**src/rtl/icache_assoc_if.sv**
```systemverilog
// -----------------------------------------------------------------------------
// icache_assoc_if
//   Bus bundle for the set-associative instruction cache. It groups three sides:
//     - fetch : flush_icache, addr (in), hit, inst (out)
//     - MMU   : mmu_valid, mmu_vaddr (out), mmu_hit, mmu_paddr (in)
//     - AXI   : AR channel (arvalid/arready/araddr/arid/arlen/arsize/arburst)
//               and R channel (rvalid/rready/rdata/rresp/rlast)
//   Modports:
//     master : the cache. It masters the MMU request and the AXI read.
//     slave  : the environment, which is fetch, the MMU and the AXI slave.
// -----------------------------------------------------------------------------
interface icache_assoc_if;
    logic        flush_icache;
    logic [31:0] addr;
    logic        hit;
    logic [31:0] inst;

    logic        mmu_valid;
    logic [31:0] mmu_vaddr;
    logic        mmu_hit;
    logic [31:0] mmu_paddr;

    logic        arvalid;
    logic        arready;
    logic [31:0] araddr;
    logic [3:0]  arid;
    logic [7:0]  arlen;
    logic [2:0]  arsize;
    logic [1:0]  arburst;

    logic        rvalid;
    logic        rready;
    logic [31:0] rdata;
    logic [1:0]  rresp;
    logic        rlast;

    modport master (
        input  flush_icache, addr, mmu_hit, mmu_paddr, arready,
               rvalid, rdata, rresp, rlast,
        output hit, inst, mmu_valid, mmu_vaddr, arvalid, araddr, arid,
               arlen, arsize, arburst, rready
    );

    modport slave (
        output flush_icache, addr, mmu_hit, mmu_paddr, arready,
               rvalid, rdata, rresp, rlast,
        input  hit, inst, mmu_valid, mmu_vaddr, arvalid, araddr, arid,
               arlen, arsize, arburst, rready
    );
endinterface

```
**src/rtl/icache_assoc.sv**
```systemverilog
// -----------------------------------------------------------------------------
// icache_assoc
//   N-way set-associative instruction cache that sits between the IFU fetch
//   stage, the MMU and an AXI read port.
//   - A hit is combinational. inst is taken from the way whose tag matches.
//   - On a miss the cache translates the address through the MMU. It then
//     issues one WRAP burst that starts at the missing word, so the critical
//     word arrives first.
//   - The victim is the lowest invalid way in the set. If the set is full, the
//     victim is that set's round-robin pointer.
//   - If any beat returns an error response, the line stays invalid and the
//     miss re-issues.
//   Ports:
//     clock, reset : clock and synchronous active-high reset
//     bus          : icache_assoc_if.master (fetch, MMU and AXI signals)
// -----------------------------------------------------------------------------
module icache_assoc #(
    parameter int OFFSET_W = 4,   // log2 line bytes, >= 2
    parameter int INDEX_W  = 2,   // log2 set count
    parameter int WAYS_W   = 1    // log2 way count, 0 = direct-mapped
) (
    input  logic           clock,
    input  logic           reset,
    icache_assoc_if.master bus
);
    localparam int WAYS     = 1 << WAYS_W;
    localparam int SETS     = 1 << INDEX_W;
    localparam int TAG_W    = 32 - OFFSET_W - INDEX_W;
    localparam int BLOCK_SZ = (1 << OFFSET_W) >> 2;
    localparam int BEAT_W   = (OFFSET_W > 2) ? OFFSET_W - 2 : 1;
    localparam int WAY_IW   = (WAYS_W > 0) ? WAYS_W : 1;

    typedef enum logic [1:0] {S_IDLE, S_MMU, S_REQ, S_RESP} state_e;

    // Address split. The fetch stage holds addr stable while hit is 0, so the
    // refill takes its index and tag directly from addr.
    logic [TAG_W-1:0]   tag;
    logic [INDEX_W-1:0] index;
    logic [29:0]        word_addr;
    logic [BEAT_W-1:0]  off;

    assign tag       = bus.addr[31 -: TAG_W];
    assign index     = bus.addr[OFFSET_W +: INDEX_W];
    assign word_addr = bus.addr[31:2];
    assign off       = BEAT_W'(word_addr & 30'(BLOCK_SZ - 1));

    // Storage
    logic [WAYS-1:0]   valid_q [SETS];
    logic [WAY_IW-1:0] rr_q    [SETS];
    logic [TAG_W-1:0]  tag_q   [SETS][WAYS];
    logic [31:0]       data_q  [SETS][WAYS][BLOCK_SZ];

    // Refill state
    state_e            state_q,  state_d;
    logic [WAY_IW-1:0] victim_q, victim_d;
    logic [31:0]       paddr_q,  paddr_d;
    logic [BEAT_W-1:0] beat_q,   beat_d;
    logic              err_q,    err_d;

    logic              hit;
    logic [31:0]       inst;
    logic [WAY_IW-1:0] victim_pick;
    logic [WAY_IW-1:0] rr_inc;
    logic              mmu_valid, arvalid, rready;
    logic              beat_fire, fill_ok;

    // Lookup. Refill never allocates a duplicate, so at most one way matches.
    // NOTE: every signal written in an always_comb gets a default first. A
    // path that leaves a signal unassigned would otherwise infer a latch.
    always_comb begin
        hit  = 1'b0;
        inst = '0;
        for (int w = 0; w < WAYS; w++) begin
            if (valid_q[index][w] && (tag_q[index][w] == tag)) begin
                hit  = 1'b1;
                inst = data_q[index][w][off];
            end
        end
    end

    // Victim choice: the lowest invalid way, otherwise the round-robin pointer.
    // The loop runs downward so that the lowest-numbered invalid way wins.
    always_comb begin
        victim_pick = rr_q[index];
        for (int w = WAYS - 1; w >= 0; w--) begin
            if (!valid_q[index][w]) victim_pick = WAY_IW'(w);
        end
    end

    // The mask keeps the pointer at 0 when the cache is direct-mapped.
    assign rr_inc = (rr_q[index] + 1'b1) & WAY_IW'(WAYS - 1);

    // Next-state logic and handshake outputs
    always_comb begin
        state_d   = state_q;
        victim_d  = victim_q;
        paddr_d   = paddr_q;
        beat_d    = beat_q;
        err_d     = err_q;
        mmu_valid = 1'b0;
        arvalid   = 1'b0;
        rready    = 1'b0;
        beat_fire = 1'b0;
        fill_ok   = 1'b0;
        unique case (state_q)
            S_IDLE: begin
                if (!hit) begin
                    state_d  = S_MMU;
                    victim_d = victim_pick;
                end
            end
            S_MMU: begin
                mmu_valid = 1'b1;
                if (bus.mmu_hit) begin
                    paddr_d = {bus.mmu_paddr[31:2], 2'b00};
                    state_d = S_REQ;
                end
            end
            S_REQ: begin
                arvalid = 1'b1;
                if (bus.arready) begin
                    state_d = S_RESP;
                    beat_d  = off;
                    err_d   = 1'b0;
                end
            end
            S_RESP: begin
                rready = 1'b1;
                if (bus.rvalid) begin
                    beat_fire = 1'b1;
                    beat_d    = (beat_q + 1'b1) & BEAT_W'(BLOCK_SZ - 1);
                    if (bus.rresp != 2'b00) err_d = 1'b1;
                    // A flush during the burst does not abort it. The burst is
                    // always drained up to rlast.
                    if (bus.rlast) begin
                        fill_ok = !(err_q || (bus.rresp != 2'b00));
                        state_d = S_IDLE;
                    end
                end
            end
            default: state_d = S_IDLE;
        endcase
    end

    // Control state and valid bits
    // NOTE: sequential blocks use non-blocking assignments only, so every
    // register samples the values from before the clock edge.
    always_ff @(posedge clock) begin
        if (reset) begin
            state_q  <= S_IDLE;
            victim_q <= '0;
            paddr_q  <= '0;
            beat_q   <= '0;
            err_q    <= 1'b0;
            for (int s = 0; s < SETS; s++) begin
                valid_q[s] <= '0;
                rr_q[s]    <= '0;
            end
        end else begin
            state_q  <= state_d;
            victim_q <= victim_d;
            paddr_q  <= paddr_d;
            beat_q   <= beat_d;
            err_q    <= err_d;
            if (bus.flush_icache) begin
                for (int s = 0; s < SETS; s++) valid_q[s] <= '0;
            end
            // This assignment comes after the flush, so when both happen in
            // one cycle the line that just completed stays valid.
            if (fill_ok) begin
                valid_q[index][victim_q] <= 1'b1;
                // The pointer advances only when the set was already full
                // before this fill.
                if (&valid_q[index]) rr_q[index] <= rr_inc;
            end
        end
    end

    // Tag and data arrays
    // NOTE: the tag and data arrays are not reset. The valid bits guard every
    // read of them, and leaving these arrays out of reset keeps them mappable
    // to RAM.
    always_ff @(posedge clock) begin
        if (beat_fire) data_q[index][victim_q][beat_q] <= bus.rdata;
        if (fill_ok)   tag_q[index][victim_q]          <= tag;
    end

    // Output wiring
    assign bus.hit       = hit;
    assign bus.inst      = inst;
    assign bus.mmu_valid = mmu_valid;
    assign bus.mmu_vaddr = {bus.addr[31:2], 2'b00};
    assign bus.arvalid   = arvalid;
    assign bus.araddr    = paddr_q;
    assign bus.arid      = 4'd0;
    assign bus.arlen     = 8'(BLOCK_SZ - 1);
    assign bus.arsize    = 3'b010;
    assign bus.arburst   = (BLOCK_SZ == 1) ? 2'b00 : 2'b10;
    assign bus.rready    = rready;

    // The byte-offset bits of both addresses are intentionally ignored.
    logic unused_addr_bits;
    assign unused_addr_bits = ^{bus.addr[1:0], bus.mmu_paddr[1:0]};
endmodule

```
**src/flat_wrapper.sv**
```systemverilog
// flat-port wrapper written by rule: the top's interface ports become plain ports
module icache_assoc_flat 
#(
    parameter int OFFSET_W = 4,                           
    parameter int INDEX_W  = 2,                    
    parameter int WAYS_W   = 1                                        
)
  (clock, reset, bus_flush_icache, bus_addr, bus_mmu_hit, bus_mmu_paddr, bus_arready, bus_rvalid, bus_rdata, bus_rresp, bus_rlast, bus_hit, bus_inst, bus_mmu_valid, bus_mmu_vaddr, bus_arvalid, bus_araddr, bus_arid, bus_arlen, bus_arsize, bus_arburst, bus_rready);
  icache_assoc_if bus_i ();
  input  logic clock;
  input  logic reset;
  input wire logic [$bits(bus_i.flush_icache)-1:0] bus_flush_icache;
  input wire logic [$bits(bus_i.addr)-1:0] bus_addr;
  input wire logic [$bits(bus_i.mmu_hit)-1:0] bus_mmu_hit;
  input wire logic [$bits(bus_i.mmu_paddr)-1:0] bus_mmu_paddr;
  input wire logic [$bits(bus_i.arready)-1:0] bus_arready;
  input wire logic [$bits(bus_i.rvalid)-1:0] bus_rvalid;
  input wire logic [$bits(bus_i.rdata)-1:0] bus_rdata;
  input wire logic [$bits(bus_i.rresp)-1:0] bus_rresp;
  input wire logic [$bits(bus_i.rlast)-1:0] bus_rlast;
  output wire logic [$bits(bus_i.hit)-1:0] bus_hit;
  output wire logic [$bits(bus_i.inst)-1:0] bus_inst;
  output wire logic [$bits(bus_i.mmu_valid)-1:0] bus_mmu_valid;
  output wire logic [$bits(bus_i.mmu_vaddr)-1:0] bus_mmu_vaddr;
  output wire logic [$bits(bus_i.arvalid)-1:0] bus_arvalid;
  output wire logic [$bits(bus_i.araddr)-1:0] bus_araddr;
  output wire logic [$bits(bus_i.arid)-1:0] bus_arid;
  output wire logic [$bits(bus_i.arlen)-1:0] bus_arlen;
  output wire logic [$bits(bus_i.arsize)-1:0] bus_arsize;
  output wire logic [$bits(bus_i.arburst)-1:0] bus_arburst;
  output wire logic [$bits(bus_i.rready)-1:0] bus_rready;
  assign bus_i.flush_icache = bus_flush_icache;
  assign bus_i.addr = bus_addr;
  assign bus_i.mmu_hit = bus_mmu_hit;
  assign bus_i.mmu_paddr = bus_mmu_paddr;
  assign bus_i.arready = bus_arready;
  assign bus_i.rvalid = bus_rvalid;
  assign bus_i.rdata = bus_rdata;
  assign bus_i.rresp = bus_rresp;
  assign bus_i.rlast = bus_rlast;
  assign bus_hit = bus_i.hit;
  assign bus_inst = bus_i.inst;
  assign bus_mmu_valid = bus_i.mmu_valid;
  assign bus_mmu_vaddr = bus_i.mmu_vaddr;
  assign bus_arvalid = bus_i.arvalid;
  assign bus_araddr = bus_i.araddr;
  assign bus_arid = bus_i.arid;
  assign bus_arlen = bus_i.arlen;
  assign bus_arsize = bus_i.arsize;
  assign bus_arburst = bus_i.arburst;
  assign bus_rready = bus_i.rready;
  icache_assoc #(.OFFSET_W(OFFSET_W), .INDEX_W(INDEX_W), .WAYS_W(WAYS_W)) u_core (.clock(clock), .reset(reset), .bus(bus_i));
endmodule
```
**config.mk**
```make
export PLATFORM = sky130hd
export DESIGN_NAME = icache_assoc_flat
export DESIGN_NICKNAME = d
export VERILOG_FILES = /design/src/rtl/icache_assoc_if.sv /design/src/rtl/icache_assoc.sv /design/src/flat_wrapper.sv
export SDC_FILE = /design/constraint.sdc
export NUM_CORES = 1
export LEC_CHECK = 0
export CAP_MARGIN = 20
export CORE_ASPECT_RATIO = 1.2
export CORE_MARGIN = 2
export CORE_UTILIZATION = 43
export DETAILED_ROUTE_END_ITERATION = 16
export PLACE_DENSITY = 0.65
export SYNTH_ARGS = -nofsm -noshare
export SYNTH_HDL_FRONTEND = slang
export SYNTH_SLANG_ARGS = --single-unit
```
**constraint.sdc**
```tcl
create_clock -name clock -period 8.7 [get_ports clock]
set_input_delay 2.61 -clock clock [delete_from_list [all_inputs] [get_ports clock]]
set_output_delay 2.61 -clock clock [all_outputs]
set_load 0.02 [all_outputs]
```
==> qor.yml <==
dp_hpwl_um: 69200
grt_pass1_wl_um: 172000
hp-class: "reg2reg"
synth_ff_type: "edfxtp_1"
hold_depth: 2
crit_slowest_cell: "clkdlybuf4s50_1"
yosys_warnings: 0
hold_viol: 0
grt_util_all_layers_pct: 20.2
placed_cells: 4006
r2r_setup_slack_ps: 5220
startpoint: "bus_addr[5]"
grt-ovfl-total: 0
dieArea_um2: 119000
whs_endpoint: "u_core.bus.araddr[19]$_SDFFE_PP0P_"
synth.distinct_cells: 70
synth_edf_count: 1236
cts.sinks: 1280
num_rows: 137
syn_area_per_cell_um2: 21.6
drive_above_1_share_pct: 27.5
grt_max_degree: 105
grt_pass1_vias: 24972
r2r_end: "u_core.data_q[3][210]$_DFFE_PP_"
grt_util_met2_pct: 33.1
ys_ff_latch: 1280
slowest_delay_ps: 690
dr.pass1.iters: 5
use_met1_pct: 26.1
fill_cells: 9106
postSynthCellCount: 2316
die_w_um: 316
clkPwrFrac_pct: 41.1
ios: 222
syn_to_final_growth_pct: 16.9
tns_ps: 0
crit_type: "in2out"
antenna_found_initial: 6
setup_violations: 0
finalCriticalPeriod_ps: 8590
outcome: "finished clean"
maxCapViolations: 0
post_drt_wl_per_cell_um: 28.5
port_buffers: 196
clock-root-buffer: "clkbuf_16"
cts_tree: "done"
start_util_pct: 43.2
fin_crit_sh_pct: 98.7
clk_pin_slew_ps: 60
end_kind: "primary output"
via_per_inst: 5.77
async_reset_ff_share_pct: 0
drt_wl_total_um: 121000
drt_iter0_drc: 2434
crit_required_ps: 6090
nets: 2720
drt.antenna.violating_nets: 0
die_h_um: 378
switching_share_pct: 21.6
place.gp.congestion: 0.804
skew_ps: 24.4
power_density_nw_per_um2: 221
grt.busiest_layer: "met2"
power_leakage_uw: 0.0183
maxSlewHeadroom_pct: 25.7
core_area_um2: 116000
worstHoldStart: "u_core.bus.araddr[19]$_SDFFE_PP0P_"
clockBufferDepth: 3
slew_violations: 0
cp_max_fo: 28
r2r-start: "u_core.state_q[1]$_SDFFE_PP0P_"
finalNonFillerCells: 4245
arrival_ps: 5980
clk_latency_ps: 750
syn_area_um2: 50100
p_int_uw: 10200
h-tree-depth: 3
grt_util_met3_pct: 4.48
power_switching_uw: 2800
start_kind: "input port"
cts_buffers: 120
worstRegToRegCells: 6
synth_seq_area_share_pct: 75.8
vdd_ir_drop_max_v: 0.000180
via_count: 24499
max_freq_mhz: 116
drc: 0
rsz0062_at_grt: "false"
crit_path_frequent_cell: "buf_4"
combPwrFrac_pct: 6.2
path_cells: "buf_8 > buf_4 > inv_1 > o21ai_0 > nor2_1 > a22oi_1 > nand4b_1 > nor2_4 > buf_12 > buf_4 > o21ai_1 > clkdlybuf4s50_1"
tightest_slew_ps: 1110
power_frac_seq_pct: 52.7
[per-layer routing]
layer | share of wire (%) | vias to the layer above
met4 | 3.5 | 4
met3 | 8.1 | 222
met2 | 50 | 1090
met5 | 0.11 | -
met1 | 38 | 13012
li1 | - | 10171
[what timing repair did]
action	4_1_cts	5_1_grt
endpoints found under the hold margin	0	0
hold buffers	0	0
endpoints found under the setup margin	0	2
buffers inserted	0	0
gates resized for setup	0	2
[flip-flops by register name (all words and copies together), names as in the netlist]
signal	count
u_core.data_q	1024
u_core.tag_q	208
u_core.bus.araddr	30
u_core.valid_q	8
u_core.rr_q	4
u_core.beat_q	2
u_core.state_q	2
u_core.err_q	1
u_core.victim_q	1
[worst max-delay path by stage]
| stage | slack, ps | to | cells past startpoint |
|---|---|---|---|
| 6_report | 110 | bus_inst[11] | 12 |
| 5_1_grt | 10 | bus_inst[11] | 11 |
| 4_1_cts | 120 | bus_inst[29] | 12 |
| 3_5_place_dp | 140 | bus_inst[29] | 12 |
| 3_3_place_gp | 150 | bus_inst[8] | 12 |
| 2_1_floorplan | 1140 | bus_inst[26] | 10 |
[cell usage after synthesis, types with 3 or more instances]
cell type	instances	share of area, %
o21bai_1	4	0.060
mux2i_1	44	0.88
nand3_1	12	0.12
dfxtp_1	44	1.8
inv_1	12	0.090
nor4_1	3	0.037
buf_4	53	0.79
or2_2	3	0.037
nand2_1	115	0.86
a22oi_1	5	0.075
nor3_1	5	0.050
a211oi_1	4	0.060
buf_2	39	0.39
and2_1	3	0.037
nor2b_1	4	0.050
buf_6	10	0.22
nor2_1	61	0.46
nand4_1	45	0.56
xnor2_1	36	0.63
clkbuf_1	65	0.49
o21ai_1	33	0.33
a21oi_1	43	0.43
o22ai_1	4	0.050
edfxtp_1	1236	74
xor2_1	5	0.087
mux4_2	355	16
o21ai_0	9	0.090
ha_1	9	0.22
nand2b_1	5	0.062
[cell families after synthesis]
| kind of cell | after synthesis | share of synthesized area (%) |
|---|---|---|
| AO/OA/AOI/OAI | 127 | 1.57 |
| XOR/XNOR | 42 | 0.749 |
| multiplexers | 401 | 16.9 |
| AND/OR/NAND/NOR | 271 | 2.61 |
| buffers and inverters | 184 | 2.10 |
| flip-flops | 1280 | 75.8 |
| adder cells (fa/ha/maj) | 9 | 0.225 |
| other | 2 | 0.0150 |
[cell type report]
class,count,area [um^2],area share [%]
Tap cell,1529,1910,3.27
Multi-Input combinational cell,871,11400,19.4
Antenna cell,4,10.0,0.0171
Clock buffer,140,3080,5.26
Timing Repair Buffer,321,3190,5.44
Inverter,12,45.0,0.0769
Sequential cell,1280,38000,64.9
Clock inverter,88,947,1.62
[power groups by stage]
| stage | registers (uW) | clock network [uW] | logic [uW] |
|---|---|---|---|
| finish | 6820 | 5330 | 804 |
| global route | 6820 | 5630 | 864 |
| CTS | 6820 | 5410 | 808 |
| detailed placement | 6950 | 0 | 805 |
| global placement | 6950 | 0 | 781 |
| floorplan | 6970 | 0 | 460 |
[worst max-delay path, delay by kind of cell]
kind	cells	cell delay, ps
buffers and inverters	6	1940
AND/OR/NAND/NOR	3	420
AO/OA/AOI/OAI	3	960
[stage by stage]
stage	util, %	hold WS [ps]	total power (uW)	worst slack [ps]	instance area (um^2)
6_report	50.5	456	13000	112	58600
5_1_grt	50.5	479	13300	14.9	58600
4_1_cts	50.4	457	13000	119	58400
3_5_place_dp	46.9	448	7760	138	54400
3_3_place_gp	46.9	446	7730	148	54300
2_1_floorplan	-	451	7430	1140	50200
[cell usage in the layout, fill, tap and decap left out, types with 21 or more instances in the layout]
cell type / count
a21oi_1: 43
buf_4: 122
clkbuf_16: 122
clkdlybuf4s50_1: 171
clkinv_1: 24
clkinv_2: 24
conb_1: 21
dfxtp_1: 44
edfxtp_1: 1236
mux2i_1: 44
mux4_2: 355
nand2_1: 115
nand4_1: 45
nor2_1: 21
nor2_4: 33
o21ai_1: 33
xnor2_1: 36
No activity file was read; power rests on OpenSTA's default activity.
